==> config.mk <==
export PLATFORM = sky130hd
export DESIGN_NAME = instr_fetch_unit
export DESIGN_NICKNAME = d
export VERILOG_FILES = /design/src/rtl/cpu_pkg.sv /design/src/rtl/instr_fetch_unit.sv
export SDC_FILE = /design/constraint.sdc
export NUM_CORES = 1
export LEC_CHECK = 0
export CAP_MARGIN = 20
export CELL_PAD_IN_SITES_DETAIL_PLACEMENT = 1
export CELL_PAD_IN_SITES_GLOBAL_PLACEMENT = 1
export CORE_MARGIN = 4
export CORE_UTILIZATION = 31
export CTS_CLUSTER_DIAMETER = 60
export DETAILED_ROUTE_END_ITERATION = 16
export PLACE_DENSITY = 0.89
export RECOVER_POWER = 100
export SKIP_CTS_REPAIR_TIMING = 1
export SYNTH_ARGS = -nofsm -noshare
export SYNTH_HDL_FRONTEND = slang
export SYNTH_SLANG_ARGS = --single-unit
==> constraint.sdc <==
create_clock -name clk -period 2.43 [get_ports clk]
set_input_delay 0.3645 -clock clk [delete_from_list [all_inputs] [get_ports clk]]
set_output_delay 0.3645 -clock clk [all_outputs]
set_load 0.1 [all_outputs]
==> src/rtl/cpu_pkg.sv <==
// rtl/cpu_pkg.sv - shared opcodes, instruction field layout and fetch-state encoding
package cpu_pkg;

    localparam int INSTR_W_DEFAULT = 16;
    localparam int OPCODE_W        = 4;

    localparam logic [OPCODE_W-1:0] OP_NOP   = 4'b0000;
    localparam logic [OPCODE_W-1:0] OP_ADD   = 4'b0001;
    localparam logic [OPCODE_W-1:0] OP_SUB   = 4'b0010;
    localparam logic [OPCODE_W-1:0] OP_MUL   = 4'b0011;
    localparam logic [OPCODE_W-1:0] OP_ADDI  = 4'b0101;
    localparam logic [OPCODE_W-1:0] OP_LOAD  = 4'b0110;
    localparam logic [OPCODE_W-1:0] OP_STORE = 4'b0111;
    localparam logic [OPCODE_W-1:0] OP_HALT  = 4'b1111;

    typedef enum logic [1:0] {
        ST_IDLE   = 2'd0,
        ST_FETCH  = 2'd1,
        ST_HOLD   = 2'd2,
        ST_HALTED = 2'd3
    } fetch_state_t;

endpackage

==> src/rtl/instr_fetch_unit.sv <==
// rtl/instr_fetch_unit.sv - PC, single-outstanding instruction fetch and decode handshake
module instr_fetch_unit
    import cpu_pkg::*;
#(
    parameter int INSTR_W  = INSTR_W_DEFAULT,
    parameter int PC_W     = 8,
    parameter int PC_RESET = 0,
    parameter int CNT_W    = 16
) (
    input  logic               clk,
    input  logic               reset,
    input  logic               run,
    output logic               imem_req,
    output logic [PC_W-1:0]    imem_addr,
    input  logic               imem_valid,
    input  logic [INSTR_W-1:0] imem_rdata,
    output logic               dec_valid,
    input  logic               dec_ready,
    output logic [INSTR_W-1:0] instr,
    output logic [3:0]         opcode,
    input  logic               halt,
    output logic [PC_W-1:0]    pc,
    output logic               halted,
    output logic [CNT_W-1:0]   retired
);

    fetch_state_t state;
    fetch_state_t state_next;
    logic         accept;
    logic         load_instr;

    // halt arrives combinationally from the control unit, so it only counts
    // together with a real accept
    assign accept     = dec_valid && dec_ready;
    assign load_instr = (state == ST_FETCH) && imem_valid;

    assign imem_addr = pc;
    assign opcode    = instr[INSTR_W-1 -: OPCODE_W];

    // next-state decode of the fetch sequence
    always_comb begin
        state_next = state;
        case (state)
            ST_IDLE: begin
                if (run) begin
                    state_next = ST_FETCH;
                end
            end
            ST_FETCH: begin
                if (imem_valid) begin
                    state_next = ST_HOLD;
                end
            end
            ST_HOLD: begin
                if (dec_ready) begin
                    state_next = halt ? ST_HALTED : ST_FETCH;
                end
            end
            ST_HALTED: begin
                state_next = ST_HALTED;
            end
            default: begin
                state_next = ST_IDLE;
            end
        endcase
    end

    // state register plus handshake outputs registered from the next state
    always_ff @(posedge clk) begin
        if (reset) begin
            state     <= ST_IDLE;
            imem_req  <= 1'b0;
            dec_valid <= 1'b0;
            halted    <= 1'b0;
        end else begin
            state     <= state_next;
            imem_req  <= (state_next == ST_FETCH);
            dec_valid <= (state_next == ST_HOLD);
            halted    <= (state_next == ST_HALTED);
        end
    end

    // instruction capture, PC advance and saturating retire counter
    always_ff @(posedge clk) begin
        if (reset) begin
            instr   <= '0;
            pc      <= PC_W'(PC_RESET);
            retired <= '0;
        end else begin
            if (load_instr) begin
                instr <= imem_rdata;
            end
            if (accept && !halt) begin
                pc <= pc + PC_W'(1);
                if (retired != {CNT_W{1'b1}}) begin
                    retired <= retired + CNT_W'(1);
                end
            end
        end
    end

endmodule
# ---- Word-level counts from Yosys, hierarchy flattened
# Index checks and enable logic that the tools add are counted.
dict set report word_totals {
  register_bits 45
  inputBits 22
  out_inout_bits 55
}
dict set report op_classes {
  n_addsub 2
  n_eq_ne 7
  mux 5
  n_reduce_logical 6
}
# operator count
set op_table {}
lappend op_table {{16-bit by 1-bit adder with 16-bit output, second input constant} 1}
lappend op_table {{16-bit != test, second input constant} 1}
lappend op_table {{8-bit by 1-bit adder with 8-bit output, second input constant} 1}
lappend op_table {{2-bit equality test, second input constant} 4}
lappend op_table {{2-bit 2-to-1 mux} 4}
lappend op_table {{2-bit case mux with 4 select lines} 1}
lappend op_table {{2-bit by 1-bit equality test with 1-bit output, second input constant} 2}
lappend op_table {{1-bit logical AND} 3}
lappend op_table {{2-bit logical NOT} 1}
lappend op_table {{2-bit AND reduction} 1}
lappend op_table {{1-bit logical NOT} 1}

# ---- Depth between registers and ports, before layout
# Gate-level depths: netlist of the first run.
dict set report depth {
  word_depth 4
  mapped_depth 6
}

# ---- Worst setup path after synthesis of the first run
# OpenSTA, ideal clock, no wires.
dict set report synth_timing {
  path_kind {reg-to-reg}
  from {reg retired[1]}
  to {reg retired[14]}
  setup_time_ps 117
  arrival_time_ps 2723
  required_ps 2313
  slack_ps -410
  stages_incl_launch_ff 6
  path_buffers 0
  synth_period_minus_slack_ps 2840
  cell_sequence {dfxtp_1 > ha_1 > nand3_4 > or4_4 > or4b_1 > o211a_1}
}
dict set report synth_between {
  elab_chain_len 2
  word_cells_on_any_way 3
  classes_between {add/sub (1); eq/ne (1); reduce/logical (1)}
}
# element line
set synth_rtl {}
lappend synth_rtl {{start, declared} instr_fetch_unit.sv:24} ;# output logic [CNT_W-1:0] retired
lappend synth_rtl {{start signal, assigned} instr_fetch_unit.sv:96} ;# retired <= retired + CNT_W'(1);
lappend synth_rtl {{branches (longest 2 deep; another with 16-bit by 1-bit adder with 16-bit output)} --}
# Parallel ways; which one is timed is not known.
# A chain may end at the register's enable or synchronous reset.

# ---- Final worst setup path of the first run
dict set report layout_timing {
  from {reg retired[0]}
  to {reg retired[14]}
}
# The elaborated chain is that of the path after synthesis.

==> results of run 1 <==
==> cell usage in the layout, fill, tap and decap left out, types with 6 or more instances in the layout <==
cell	instances
sky130_fd_sc_hd__clkbuf_1	58
sky130_fd_sc_hd__nand2_1	41
sky130_fd_sc_hd__dfxtp_1	31
sky130_fd_sc_hd__a21oi_1	24
sky130_fd_sc_hd__nor2_1	18
sky130_fd_sc_hd__clkdlybuf4s50_1	18
sky130_fd_sc_hd__dfxtp_2	14
sky130_fd_sc_hd__nor3_1	9
sky130_fd_sc_hd__nand4_1	7
sky130_fd_sc_hd__inv_1	6
sky130_fd_sc_hd__clkbuf_8	6
==> cells in the mapped netlist <==
library cell and count:
sky130_fd_sc_hd__clkbuf_1 10, sky130_fd_sc_hd__nand4_2 2, sky130_fd_sc_hd__a21oi_1 24, sky130_fd_sc_hd__ha_1 2, sky130_fd_sc_hd__a211oi_1 2, sky130_fd_sc_hd__nand3_4 1, sky130_fd_sc_hd__mux2_2 1, sky130_fd_sc_hd__o311a_1 2
sky130_fd_sc_hd__or4b_1 1, sky130_fd_sc_hd__nand3b_1 2, sky130_fd_sc_hd__nor4_2 1, sky130_fd_sc_hd__o21a_1 1, sky130_fd_sc_hd__or4_4 2, sky130_fd_sc_hd__nor3_1 9, sky130_fd_sc_hd__mux2i_1 1, sky130_fd_sc_hd__o21bai_1 1
sky130_fd_sc_hd__dfxtp_1 45, sky130_fd_sc_hd__inv_1 6, sky130_fd_sc_hd__nand2_1 41, sky130_fd_sc_hd__nand2b_1 1, sky130_fd_sc_hd__and3b_1 1, sky130_fd_sc_hd__nand4_1 7, sky130_fd_sc_hd__o41ai_1 1, sky130_fd_sc_hd__nor2_1 18
sky130_fd_sc_hd__nand3_1 4, sky130_fd_sc_hd__o211a_1 1, sky130_fd_sc_hd__o32ai_1 1, sky130_fd_sc_hd__buf_6 1, sky130_fd_sc_hd__nor4_1 4, sky130_fd_sc_hd__xnor2_1 3, sky130_fd_sc_hd__and2_1 2, sky130_fd_sc_hd__and3_1 3
sky130_fd_sc_hd__buf_4 12, sky130_fd_sc_hd__xor2_1 3, sky130_fd_sc_hd__o22ai_1 1, sky130_fd_sc_hd__a311oi_1 2, sky130_fd_sc_hd__o21ai_0 3, sky130_fd_sc_hd__o31a_1 1, sky130_fd_sc_hd__o31ai_1 4, sky130_fd_sc_hd__or3_1 2
sky130_fd_sc_hd__nor2b_1 4, sky130_fd_sc_hd__or4_1 3
==> state kept, by name (all words and copies together), names as in the netlist <==
signal / flops
retired: 16
imem_req: 1
dec_valid: 1
state: 2
imem_addr: 8
instr: 16
halted: 1
==> worst max-delay path, stage by stage, from the launching register on <==
cell                      delay, ns
sky130_fd_sc_hd__dfxtp_1       0.43
sky130_fd_sc_hd__ha_1          0.28
sky130_fd_sc_hd__nand3_4       0.17
sky130_fd_sc_hd__or4_4         0.58
sky130_fd_sc_hd__or4b_1        0.51
sky130_fd_sc_hd__o211a_1       0.14
==> per-stage QoR <==
stage	area [µm²]	power (µW)	worst slack, ns
6_report	2555	1613	0.2359
5_1_grt	2555	1675	0.1183
4_1_cts	2774	1654	0.2824
3_5_place_dp	2658	1064	0.06010
3_3_place_gp	2658	1059	0.09488
2_1_floorplan	2019	978.3	-0.01787
==> layer usage <==
metal / vias up / track usage (%)
met2: 49 / 25.02
li1: 950 / -
met1: 906 / 17.80
met4: 0 / 3.297
met3: 4 / 3.911
met5: - / 0
==> power groups by stage <==
stage	logic [µW]	registers (µW)	clock network [µW]
floorplan	77.5	901	0
global placement	275	784	0
detailed placement	278	786	0
CTS	278	769	607
global route	271	770	634
finish	256	768	589
==> cell type report <==
| cell class | count | share of cell area, % |
|---|---|---|
| multi-input combinational | 162 | 36.58 |
| sequential | 45 | 35.95 |
| timing repair buffer | 82 | 18.27 |
| tap | 77 | 3.771 |
| clock buffer | 7 | 3.379 |
| clock inverter | 1 | 1.175 |
| inverter | 6 | 0.8815 |
==> worst max-delay path by stage <==
stage                                     to  slack (ns)  cells past startpoint
finish              retired[14]$_SDFFE_PP0P_        0.24                      5
CTS                 retired[14]$_SDFFE_PP0P_        0.28                      5
global placement    retired[14]$_SDFFE_PP0P_        0.09                      5
floorplan           retired[14]$_SDFFE_PP0P_       -0.02                      5
global route        retired[14]$_SDFFE_PP0P_        0.12                      5
detailed placement  retired[13]$_SDFFE_PP0P_        0.06                      5
==> cell families (layout without fill, tap and decap cells) <==
kind of cell	after synthesis	in the layout	synth area share (%)
simple gates	108	108	28.20
buf+inv	29	96	8.068
fa+ha+maj	2	2	1.251
flops	45	45	45.03
mux	2	2	1.063
compound gates	44	44	13.76
xor+xnor	6	6	2.627
==> run metrics, run 1 <==
power share of the combinational group=approximately 16%; path depth of the worst reg2reg path=5; Synth top area share=approximately 45%; type of the most critical hold path=reg2reg; via count of the first global-routing pass=about 1900; worst hold path startpoint=instr[7]$_SDFFE_PP0P_; number of synthesized register bits=45; IO Pins=77; transition time of the tightest slew-check pin=1.210 ns; critical path type=reg2reg; number of antenna-violating nets in the routed design=0; number of max-slew violations in the final report=0; max_slew headroom=19.68%; cell types occupying the most area after synthesis=sky130_fd_sc_hd__dfxtp_1, sky130_fd_sc_hd__nand2_1, sky130_fd_sc_hd__a21oi_1; first-pass GRT wire length=8.914 mm; highest net fanout along the worst path=10; Final Util=40.47%; Cells after Synth=approximately 240; total nets after synthesis=between 200 and 300; vias per std cell=5.024; final weighted congestion in routability-driven placement=between 0.8 and 0.9; worst reg2reg setup slack=between 0.2 and 0.25 ns; tightest hold margin=0.4600 ns; Routed WL per cell=approximately 15 µm; area taken by flip-flops and latches=approximately 920 µm²; Required @ worst endpoint=2.62 ns; Switching Fraction=roughly 29%; category of the worst setup path capture point=flip-flop; total core area=~0.0063 mm²; crit path from=retired[0]$_SDFFE_PP0P_; total track usage=14.41%; post-synth top area cell=sky130_fd_sc_hd__dfxtp_1; Internal=1149 µW; capture instance of the worst register-to-register path=retired[14]$_SDFFE_PP0P_; # Max-Cap Violations=0; startpoint class of the critical path=flip-flop; DRC Markers=0; Detail Route met3 WL=approximately 350 µm; cell at the root of the clock tree=sky130_fd_sc_hd__clkbuf_8; share of total power in sequential cells=47.6%; wire length reported by the detailed router=~5.6 mm; status=completed; NetSw=between 400 and 500 µW; Clk network pwr share=roughly 37%; level count of the clock H-tree=2; count of port buffers added during placement=76; power density cells=about 630 mW/mm²; initial antenna violation count=0; maximum number of pins on one net before global-route repair=35; CTS tree=yes; overall die area=roughly 0.008 mm²; number of design-rule violations left by the first detailed-router iteration=47; layout overhead on the synthesized area=27.70%; Initial Util=31.69%; data arrival time of the critical path=roughly 2.4 ns; share of final-layout standard cells stronger than drive strength 1=10.23%; Mapped Avg Cell Area=around 8.5 µm²; maximum VDD drop=0.2969 mV; clk_lat worst skew=~0.29 ns; Yosys Warn Count=0; Period Utilization, post-route=around 90%; sum of negative setup slack=0 ns; Inserted Clock Buffers=5; met1 layer wirelength in the final routing=about 2.4 mm; achievable clock frequency=455.8 MHz; TritonCTS sink count=45; layout filler cell count=about 800; maximum clock skew at final layout=~0.0024 ns; count of cells along the worst hold path=2; FF-to-FF Start=retired[0]$_SDFFE_PP0P_; diode count=0; Distinct cells, synth=42; overflow left after global routing=0; cell count after placement=roughly 370; leakage=about 0.00086 µW; sequential-to-total area share from yosys stat=45.03%; Fin. Hold Viols=0; final non-filler cell total=380; detailed-route via count=between 1500 and 2000; multi-input logic area=934.6 µm²; die outline width=88.34 µm; area of the mapped netlist=0.002001 mm²; RSZ-0062 raised after global routing=no; maximum clock path buffer count=2; Final Net Count=326; Initial DRT Pass Iterations=4; endpoint with the worst hold slack=instr[7]$_SDFFE_PP0P_; uppermost signal routing layer after detailed routing=met4; DPL Wire Length=~4.1 mm; die extent in y=88.34 µm; final setup violation count=0; clock slew seen by the registers of the worst setup and hold paths=roughly 0.080 ns; met2 routed wirelength=between 2 and 3 mm; Std-Cell Rows=29; final period demand of the worst path=around 2.2 ns
Note: power is estimated with default switching activity, not from simulation.
==> run 2: changes to the inputs <==
--- a/config.mk
+++ b/config.mk
@@ -13,7 +13,6 @@
 export CTS_CLUSTER_DIAMETER = 60
 export DETAILED_ROUTE_END_ITERATION = 16
 export PLACE_DENSITY = 0.89
-export RECOVER_POWER = 100
 export SKIP_CTS_REPAIR_TIMING = 1
 export SYNTH_ARGS = -nofsm -noshare
 export SYNTH_HDL_FRONTEND = slang
==> run 2 against run 1 <==
Against the previous run: utilization rose by 3.5 points; sequential power barely moved; combinational power is 7% higher; fmax grew 3.1%; non-clock buffer count did not move; total power rose by 1.1%; wire length rose by 0.16%; count of clock-buffer cells in the layout did not move; sequential share of layout area shrank 2.8 points; clock power is essentially flat; largest power group unchanged.
==> run metrics, run 2 (same netlist as run 1, synthesis figures left out) <==
detailed-route via count=around 1900; first-pass GRT wire length=between 8 and 9 mm; status=completed; final period demand of the worst path=2.127 ns; diode count=0; # Max-Cap Violations=0; worst hold path startpoint=instr[3]$_SDFFE_PP0P_; number of design-rule violations left by the first detailed-router iteration=just under 60; data arrival time of the critical path=2.32 ns; maximum clock path buffer count=2; highest net fanout along the worst path=10; number of antenna-violating nets in the routed design=0; Inserted Clock Buffers=5; crit path from=retired[0]$_SDFFE_PP0P_; final weighted congestion in routability-driven placement=0.8038; category of the worst setup path capture point=flip-flop; initial antenna violation count=0; overflow left after global routing=0; count of port buffers added during placement=between 70 and 80; level count of the clock H-tree=2; Initial DRT Pass Iterations=4; most common library cell in the layout ignoring fill and taps=sky130_fd_sc_hd__buf_4; via count of the first global-routing pass=approximately 1900; transition time of the tightest slew-check pin=~0.63 ns; cell at the root of the clock tree=sky130_fd_sc_hd__clkbuf_8; final setup violation count=0; power density cells=around 600 mW/mm²; CTS tree=yes; Final Net Count=approximately 330; type of the most critical hold path=reg2reg; vias per std cell=5.029; die extent in y=between 80 and 90 µm; Initial Util=a little under a third; maximum VDD drop=0.2974 mV; path depth of the worst reg2reg path=5; IO Pins=77; layout filler cell count=775; total track usage=between 10% and 20%; sum of negative setup slack=0 ns; Power, Total=1630 µW; max_slew headroom=about three fifths; clock slew seen by the registers of the worst setup and hold paths=approximately 0.080 ns; DPL Wire Length=slightly above 4 mm; critical path type=reg2reg; Final Util=around 44%; Fin. Hold Viols=0; share of final-layout standard cells stronger than drive strength 1=29.70%; achievable clock frequency=about 470 MHz; FF-to-FF Start=retired[0]$_SDFFE_PP0P_; die outline width=88.34 µm; leakage=0.001104 µW; maximum number of pins on one net before global-route repair=35; wire length reported by the detailed router=around 5.6 mm; RSZ-0062 raised after global routing=no; DRC Markers=0; number of max-slew violations in the final report=0; Required @ worst endpoint=between 2 and 3 ns; Routed WL per cell=around 15 µm; overall die area=0.007803 mm²; layout overhead on the synthesized area=38.65%; total core area=~0.0063 mm²; Period Utilization, post-route=just under 90%; Std-Cell Rows=29; count of cells along the worst hold path=2; clk_lat worst skew=0.29 ns; startpoint class of the critical path=flip-flop; commonest non-fill, non-tap cells in the layout=sky130_fd_sc_hd__buf_4, sky130_fd_sc_hd__nand2_1, sky130_fd_sc_hd__dfxtp_1; TritonCTS sink count=between 40 and 50; maximum clock skew at final layout=between 0.003 and 0.004 ns
==> run 2: path summary, 6_finish.rpt <==
check / endpoint / slack, ns
worst max-delay path: retired[14]$_SDFFE_PP0P_ / 0.30
worst min-delay path: instr[3]$_SDFFE_PP0P_ / 0.46
worst max register to register: retired[14]$_SDFFE_PP0P_ / 0.30
worst min register to register: instr[3]$_SDFFE_PP0P_ / 0.46
==> run 2: final cells by class <==
class	instances	area, µm²	area share, %
Clock inverter	1	30.03	1.083
Tap cell	77	96.34	3.473
Inverter	6	22.52	0.8119
Clock buffer	7	86.33	3.112
Multi-Input combinational cell	162	938.4	33.83
Sequential cell	45	919.6	33.15
Timing Repair Buffer	82	680.7	24.54
==> run 2: stage by stage <==
stage	instances	hold WS, ns	worst slack [ns]	area [µm²]
6_report	380	0.4591	0.3029	2774
5_1_grt	380	0.4774	0.2001	2774
4_1_cts	380	0.4656	0.2824	2774
3_5_place_dp	372	0.4534	0.06010	2658
3_3_place_gp	372	0.4436	0.09488	2658
2_1_floorplan	236	0.5005	-0.01787	2019
==> run 2: per-layer routing <==
layer  vias up  share of wire [%]  global-route usage, %
met5         -                  0                      0
met4         0               0.75                  3.297
met3         5                6.0                  3.911
met2        46                 50                  25.02
met1       910                 43                  17.80
li1        950                  -                      -
==> run 2: where the power goes <==
part,internal [µW],switching [µW],total [µW]
combinational,75.9,199,275
clock,336,252,588
sequential,756,12.3,768
==> run 2: worst max-delay path, cell delays in order (launching register included) <==
cell	delay, ns
sky130_fd_sc_hd__dfxtp_2	0.38
sky130_fd_sc_hd__ha_1	0.26
sky130_fd_sc_hd__nand3_4	0.17
sky130_fd_sc_hd__or4_4	0.58
sky130_fd_sc_hd__or4b_1	0.51
sky130_fd_sc_hd__o211a_1	0.13
==> run 3: changes to the inputs <==
--- a/config.mk
+++ b/config.mk
@@ -8,10 +8,11 @@
 export CAP_MARGIN = 20
 export CELL_PAD_IN_SITES_DETAIL_PLACEMENT = 1
 export CELL_PAD_IN_SITES_GLOBAL_PLACEMENT = 1
-export CORE_MARGIN = 4
+export CORE_MARGIN = 5
 export CORE_UTILIZATION = 31
 export CTS_CLUSTER_DIAMETER = 60
 export DETAILED_ROUTE_END_ITERATION = 16
+export GPL_TIMING_DRIVEN = 0
 export PLACE_DENSITY = 0.89
 export SKIP_CTS_REPAIR_TIMING = 1
 export SYNTH_ARGS = -nofsm -noshare
==> constraint.sdc (replaced) <==
create_clock -name clk -period 2.43 [get_ports clk]
set_input_delay 0.6075 -clock clk [delete_from_list [all_inputs] [get_ports clk]]
set_output_delay 0.6075 -clock clk [all_outputs]
set_load 0.1 [all_outputs]
==> run 3 against run 2 <==
Against the previous run: register-to-register slack worse by 0.03 ns; sequential share of layout area is 3.6 points lower; non-clock buffer count is 20 higher; largest cell class is now buffers; largest power group unchanged; highest routed layer unchanged.
==> run metrics, run 3 (same netlist as run 1, synthesis figures left out) <==
TritonCTS sink count=45; Std-Cell Rows=29; DRC Markers=0; count of port buffers added during placement=76; die outline width=approximately 90 µm; Critical path buffers and inverters=1; maximum number of pins on one net before global-route repair=14; number of max-slew violations in the final report=0; power density cells=484.7 mW/mm²; maximum VDD drop=about 0.24 mV; Fin. Hold Viols=0; Required @ worst endpoint=roughly 1.8 ns; overflow left after global routing=0; number of antenna-violating nets in the routed design=0; path depth of the worst reg2reg path=5; vias per std cell=roughly 5.1; layout overhead on the synthesized area=55.35%; Period Utilization, post-route=a little over nine tenths; critical path type=reg2out; detailed-route via count=just over 2000; commonest non-fill, non-tap cells in the layout=sky130_fd_sc_hd__dlymetal6s2s_1, sky130_fd_sc_hd__nand2_1, sky130_fd_sc_hd__dfxtp_1; NetSw=around 460 µW; die extent in y=90.34 µm; maximum clock skew at final layout=around 0.0027 ns; data arrival time of the critical path=between 1.5 and 2 ns; diode count=0; Final Util=between 40% and 50%; Inserted Clock Buffers=5; Worst path slowest cell=sky130_fd_sc_hd__clkdlybuf4s50_1; type of the most critical hold path=reg2reg; Final Instance Area=about 0.0031 mm²; capture instance of the worst register-to-register path=retired[14]$_SDFFE_PP0P_; layout filler cell count=740; crit path from=dec_valid$_SDFF_PP0_; Initial Util=31.69%; tightest hold margin=0.4554 ns; startpoint class of the critical path=flip-flop; count of cells along the worst hold path=2; share of total power in sequential cells=between 50% and 60%; first-pass GRT wire length=~10 mm; Initial DRT Pass Iterations=4; CTS tree=yes; FF-to-FF Start=retired[0]$_SDFFE_PP0P_; clk_lat worst skew=around 0.29 ns; # Max-Cap Violations=0; final period demand of the worst path=roughly 2.4 ns; achievable clock frequency=approximately 420 MHz; max_slew headroom=roughly 32%; overall die area=between 0.008 and 0.009 mm²; instance area after placement=0.002877 mm²; DPL Wire Length=4.619 mm; share of final-layout standard cells stronger than drive strength 1=13.62%; sum of negative setup slack=0 ns; stage delay of the slowest cell on the critical path=1.14 ns; total track usage=between 10% and 20%; Routed WL per cell=between 15 and 20 µm; status=completed; worst reg2reg setup slack=0.27 ns; wire length reported by the detailed router=slightly above 6 mm; Final Net Count=~350; via count of the first global-routing pass=2051; maximum clock path buffer count=2; clock slew seen by the registers of the worst setup and hold paths=roughly 0.08 ns; most common library cell in the layout ignoring fill and taps=sky130_fd_sc_hd__dlymetal6s2s_1; RSZ-0062 raised after global routing=no; highest net fanout along the worst path=3; critical path depth in cells=1; level count of the clock H-tree=2; cell at the root of the clock tree=sky130_fd_sc_hd__clkbuf_8; CP endpoint=dec_valid; IO Pins=77; transition time of the tightest slew-check pin=1.014 ns; category of the worst setup path capture point=output port; number of design-rule violations left by the first detailed-router iteration=24; final setup violation count=0; final weighted congestion in routability-driven placement=0.8113; Switching Fraction=30.82%; Internal=~1000 µW; Power, Total=approximately 1500 µW; total core area=approximately 0.0063 mm²; Clk network pwr share=30.2%; family with the most delay on the worst path=buffers and inverters; leakage=approximately 0.0019 µW; initial antenna violation count=0; series of cell instances along the critical path=clkdlybuf4s50_1; power share of the combinational group=around a fifth
[run 3: changes by cell type in the layout (fill, tap and decap cells not counted), sizes merged]
cell,before,now
dlymetal6s2s,0,50
clkbuf,7,17
clkinvlp,0,1
bufinv,1,0
buf,61,16
clkdlybuf4s50,21,26
[run 3: per-layer routing]
layer | track usage (%) | part of all wire [%] | up-vias
met4 | 4.715 | 1.4 | 0
met3 | 3.917 | 4.0 | 8
met1 | 17.49 | 43 | 984
met5 | 0 | 0 | -
met2 | 25.55 | 52 | 45
li1 | - | - | 986
[run 3: worst min path at each step]
stage	startpoint	end
global placement	instr[2]$_SDFFE_PP0P_	instr[2]$_SDFFE_PP0P_
finish	instr[7]$_SDFFE_PP0P_	instr[7]$_SDFFE_PP0P_
floorplan	state[0]$_SDFF_PP0_	halted$_SDFF_PP0_
global route	instr[5]$_SDFFE_PP0P_	instr[5]$_SDFFE_PP0P_
detailed placement	instr[10]$_SDFFE_PP0P_	instr[10]$_SDFFE_PP0P_
CTS	instr[10]$_SDFFE_PP0P_	instr[10]$_SDFFE_PP0P_
[run 3: per-stage QoR]
step,cells,worst slack [ns]
after floorplan,236,-0.01787
after global placement,389,-0.2904
after detailed placement,389,-0.2959
after CTS,397,-0.2063
after global routing,400,0.004426
final,400,0.04340
[run 3: worst reg2reg max path: stages (launching register included)]
cell	delay [ns]
sky130_fd_sc_hd__dfxtp_2	0.39
sky130_fd_sc_hd__ha_1	0.25
sky130_fd_sc_hd__nand3_4	0.17
sky130_fd_sc_hd__or4_4	0.59
sky130_fd_sc_hd__or4b_1	0.52
sky130_fd_sc_hd__o211a_1	0.14
[run 3: layout make-up]
type                    instances  area (µm²)  share of cell area, %
inverters                       6       22.52                 0.7246
clock inverters                 1       7.507                 0.2415
multi-input cells             162       938.4                  30.19
clock buffers                   7       76.32                  2.456
plain buffers                  23       138.9                  4.469
repair buffers                 79       908.4                  29.23
flip-flops and latches         45       919.6                  29.59
well taps                      77       96.34                  3.100
[run 3: power groups by stage]
stage / clock network (µW) / logic [µW] / registers [µW]
floorplan: 0 / 77.5 / 901
global placement: 0 / 283 / 784
detailed placement: 0 / 288 / 785
CTS: 476 / 289 / 768
global route: 507 / 299 / 770
finish: 455 / 285 / 767
==> RTL change (settings of run 3) <==
Put one more register stage on the output `retired`, with the module's reset. The value now appears one clock later. The other outputs are not delayed to match.
--- a/src/rtl/instr_fetch_unit.sv
+++ b/src/rtl/instr_fetch_unit.sv
@@ -24,4 +24,6 @@
     output logic [CNT_W-1:0]   retired
 );
+
+    logic [CNT_W-1:0] retired_s0;
 
     fetch_state_t state;
@@ -86,5 +88,5 @@
             instr   <= '0;
             pc      <= PC_W'(PC_RESET);
-            retired <= '0;
+            retired_s0 <= '0;
         end else begin
             if (load_instr) begin
@@ -93,6 +95,6 @@
             if (accept && !halt) begin
                 pc <= pc + PC_W'(1);
-                if (retired != {CNT_W{1'b1}}) begin
-                    retired <= retired + CNT_W'(1);
+                if (retired_s0 != {CNT_W{1'b1}}) begin
+                    retired_s0 <= retired_s0 + CNT_W'(1);
                 end
             end
@@ -100,3 +102,11 @@
     end
 
+    always_ff @(posedge clk) begin
+        if (reset) begin
+            retired <= '0;
+        end else begin
+            retired <= retired_s0;
+        end
+    end
+
 endmodule
Formal check against the unedited RTL: not equivalent (Yosys sat finds a counterexample within 4 cycles, from zero or initial values and one cycle with reset high).
==> RTL change against run 3 <==
- combinational power up 3%
- worst setup slack better by 10 ps
- sequential cell count up 16
- critical path depth unchanged
- synthesized cell count up 12%
- area after synthesis up 20%
- wire length up 23%
- sequential power up 34%
- via count up 10%
- total power up 48%
- cell area up 17%
- critical path type unchanged
- largest cell class is now registers
- highest routed layer unchanged
==> RTL change: results (changes against run 3) <==
status: complete, no violations
M3 GR Usage: 0.05429 (+0.01512)
GR met1 Demand/Resource: 0.1609 (-0.01395)
Slew @ Worst Pin: 1020 ps (+6.267 ps)
FF-to-FF Start: retired_s0[0]
GRT met2 Usage: 0.2518 (-0.003655)
first-pass GRT wire length: 11170 um (+12%)
dpl hpwl: 5104 um (+10%)
sequential cell area share: 0.3369 (+0.04101)
Reg-to-Reg End: retired_s0[14]
final std cells w/o fill: 457 (+14%)
clock root buffer: clkbuf_8
Cell Area, Placed: 3298 sq um (+15%)
largest net degree at the start of global routing: 11 (-3)
Seq/Total Area, Yosys: 0.5067 (+0.05647)
Leak: 2.225 nW (+15%)
Crit Path Max Fanout: 1 (-2)
layout cells sized above 1: 0.1155 (-0.02073)
Syn Area/Cell: 9.128 sq um (+7.7%)
DR iter-0 viols: 75 (+210%)
flop-to-flop setup slack: 510 ps (+240 ps)
clkbuf count: 11 (+4)
vias in the first global route: 2251 (+9.8%)
CTS clk-pin slew, worst paths: 70 ps
pre-CTS setup slack: 30.73 ps (+326.6 ps)
Seq Cell Count: 61 (+36%)
design area: 3625 sq um (+17%)
R2R depth: 5 (unchanged)
Int Power: 1.622 mW (+56%)
Total GRT Usage: 0.1456 (-0.001276)
total CTS buffers: 9 (+4)
nets@finish: 375 (+8.4%)
Commonest cells post-synth: 61 x dfxtp_1, 42 x nand2_1, 21 x a21oi_1
multi-input gate share of the layout cell area: 0.2827 (-0.01923)
WL met3: 359 um (+44%)
non-clock buffer count: 100 (-2.0%)
via count: 2230 (+10%)
Multi-In Gates: 174 (+7.4%)
Hold Slack: 456.3 ps (+0.8710 ps)
Non-clock buffers, area share: 0.2851 (-0.05183)
M1 WL: 3168 um (+19%)
worst-skew pair later-pin latency: 340 ps (+50 ps)
Non-clk invs: 5 (-1)
Final Skew: 6.893 ps (+4.188 ps)
Die W: 98.17 um (+8.7%)
filler cell count: 869 (+17%)
htree depth: 3 (+1)
clock network share of area: 0.05488 (+0.02791)
worst vdd ir: 0.2272 mV (-5.6%)
Mapped Nets: 288 (+11%)
DR WL met2: 3957 um (+24%)
synth unique cells: 44 (+4.8%)
delay of the slowest cell on the worst path: 1120 ps (-20 ps)
GP Congestion: 0.8632 (+6.4%)
routed wire length: 7622 um (+23%)
Placed Cells: 442 (+14%)
Top Registers: instr (16), retired (16), retired_s0 (16)
largest cells by area after synthesis: dfxtp_1 51%, nand2_1 6.5%, a21oi_1 4.4%, nor2b_1 4.2%, buf_4 3.7%
RTL change: worst max-delay path by stage:
stage,cells after the start,from,slack (ps),endpoint
2_1_floorplan,4,dec_valid,320,retired_s0[12]
3_3_place_gp,4,reset,40,retired_s0[1]
3_5_place_dp,5,dec_ready,30,retired_s0[14]
4_1_cts,2,imem_addr[2],-260,pc[2]
5_1_grt,1,retired[5],3,retired[5]
6_report,1,retired[7],50,retired[7]
RTL change: logic make-up (layout without fill, tap and decap cells):
family	count (synthesis)	count (layout)	synth area share
xor+xnor	6	6	0.02181
compound gates	37	37	0.09086
mux	6	6	0.03115
flops	61	61	0.5067
simple gates	123	123	0.2710
fa+ha+maj	2	2	0.01038
buf+inv	29	120	0.06802
RTL change: power groups by stage:
stage	Clock [mW]	Combinational [mW]	Sequential, mW
finish	0.902	0.294	1.03
global route	0.979	0.308	1.03
CTS	0.931	0.295	1.03
detailed placement	0	0.293	1.05
global placement	0	0.287	1.05
floorplan	0	0.0816	1.17
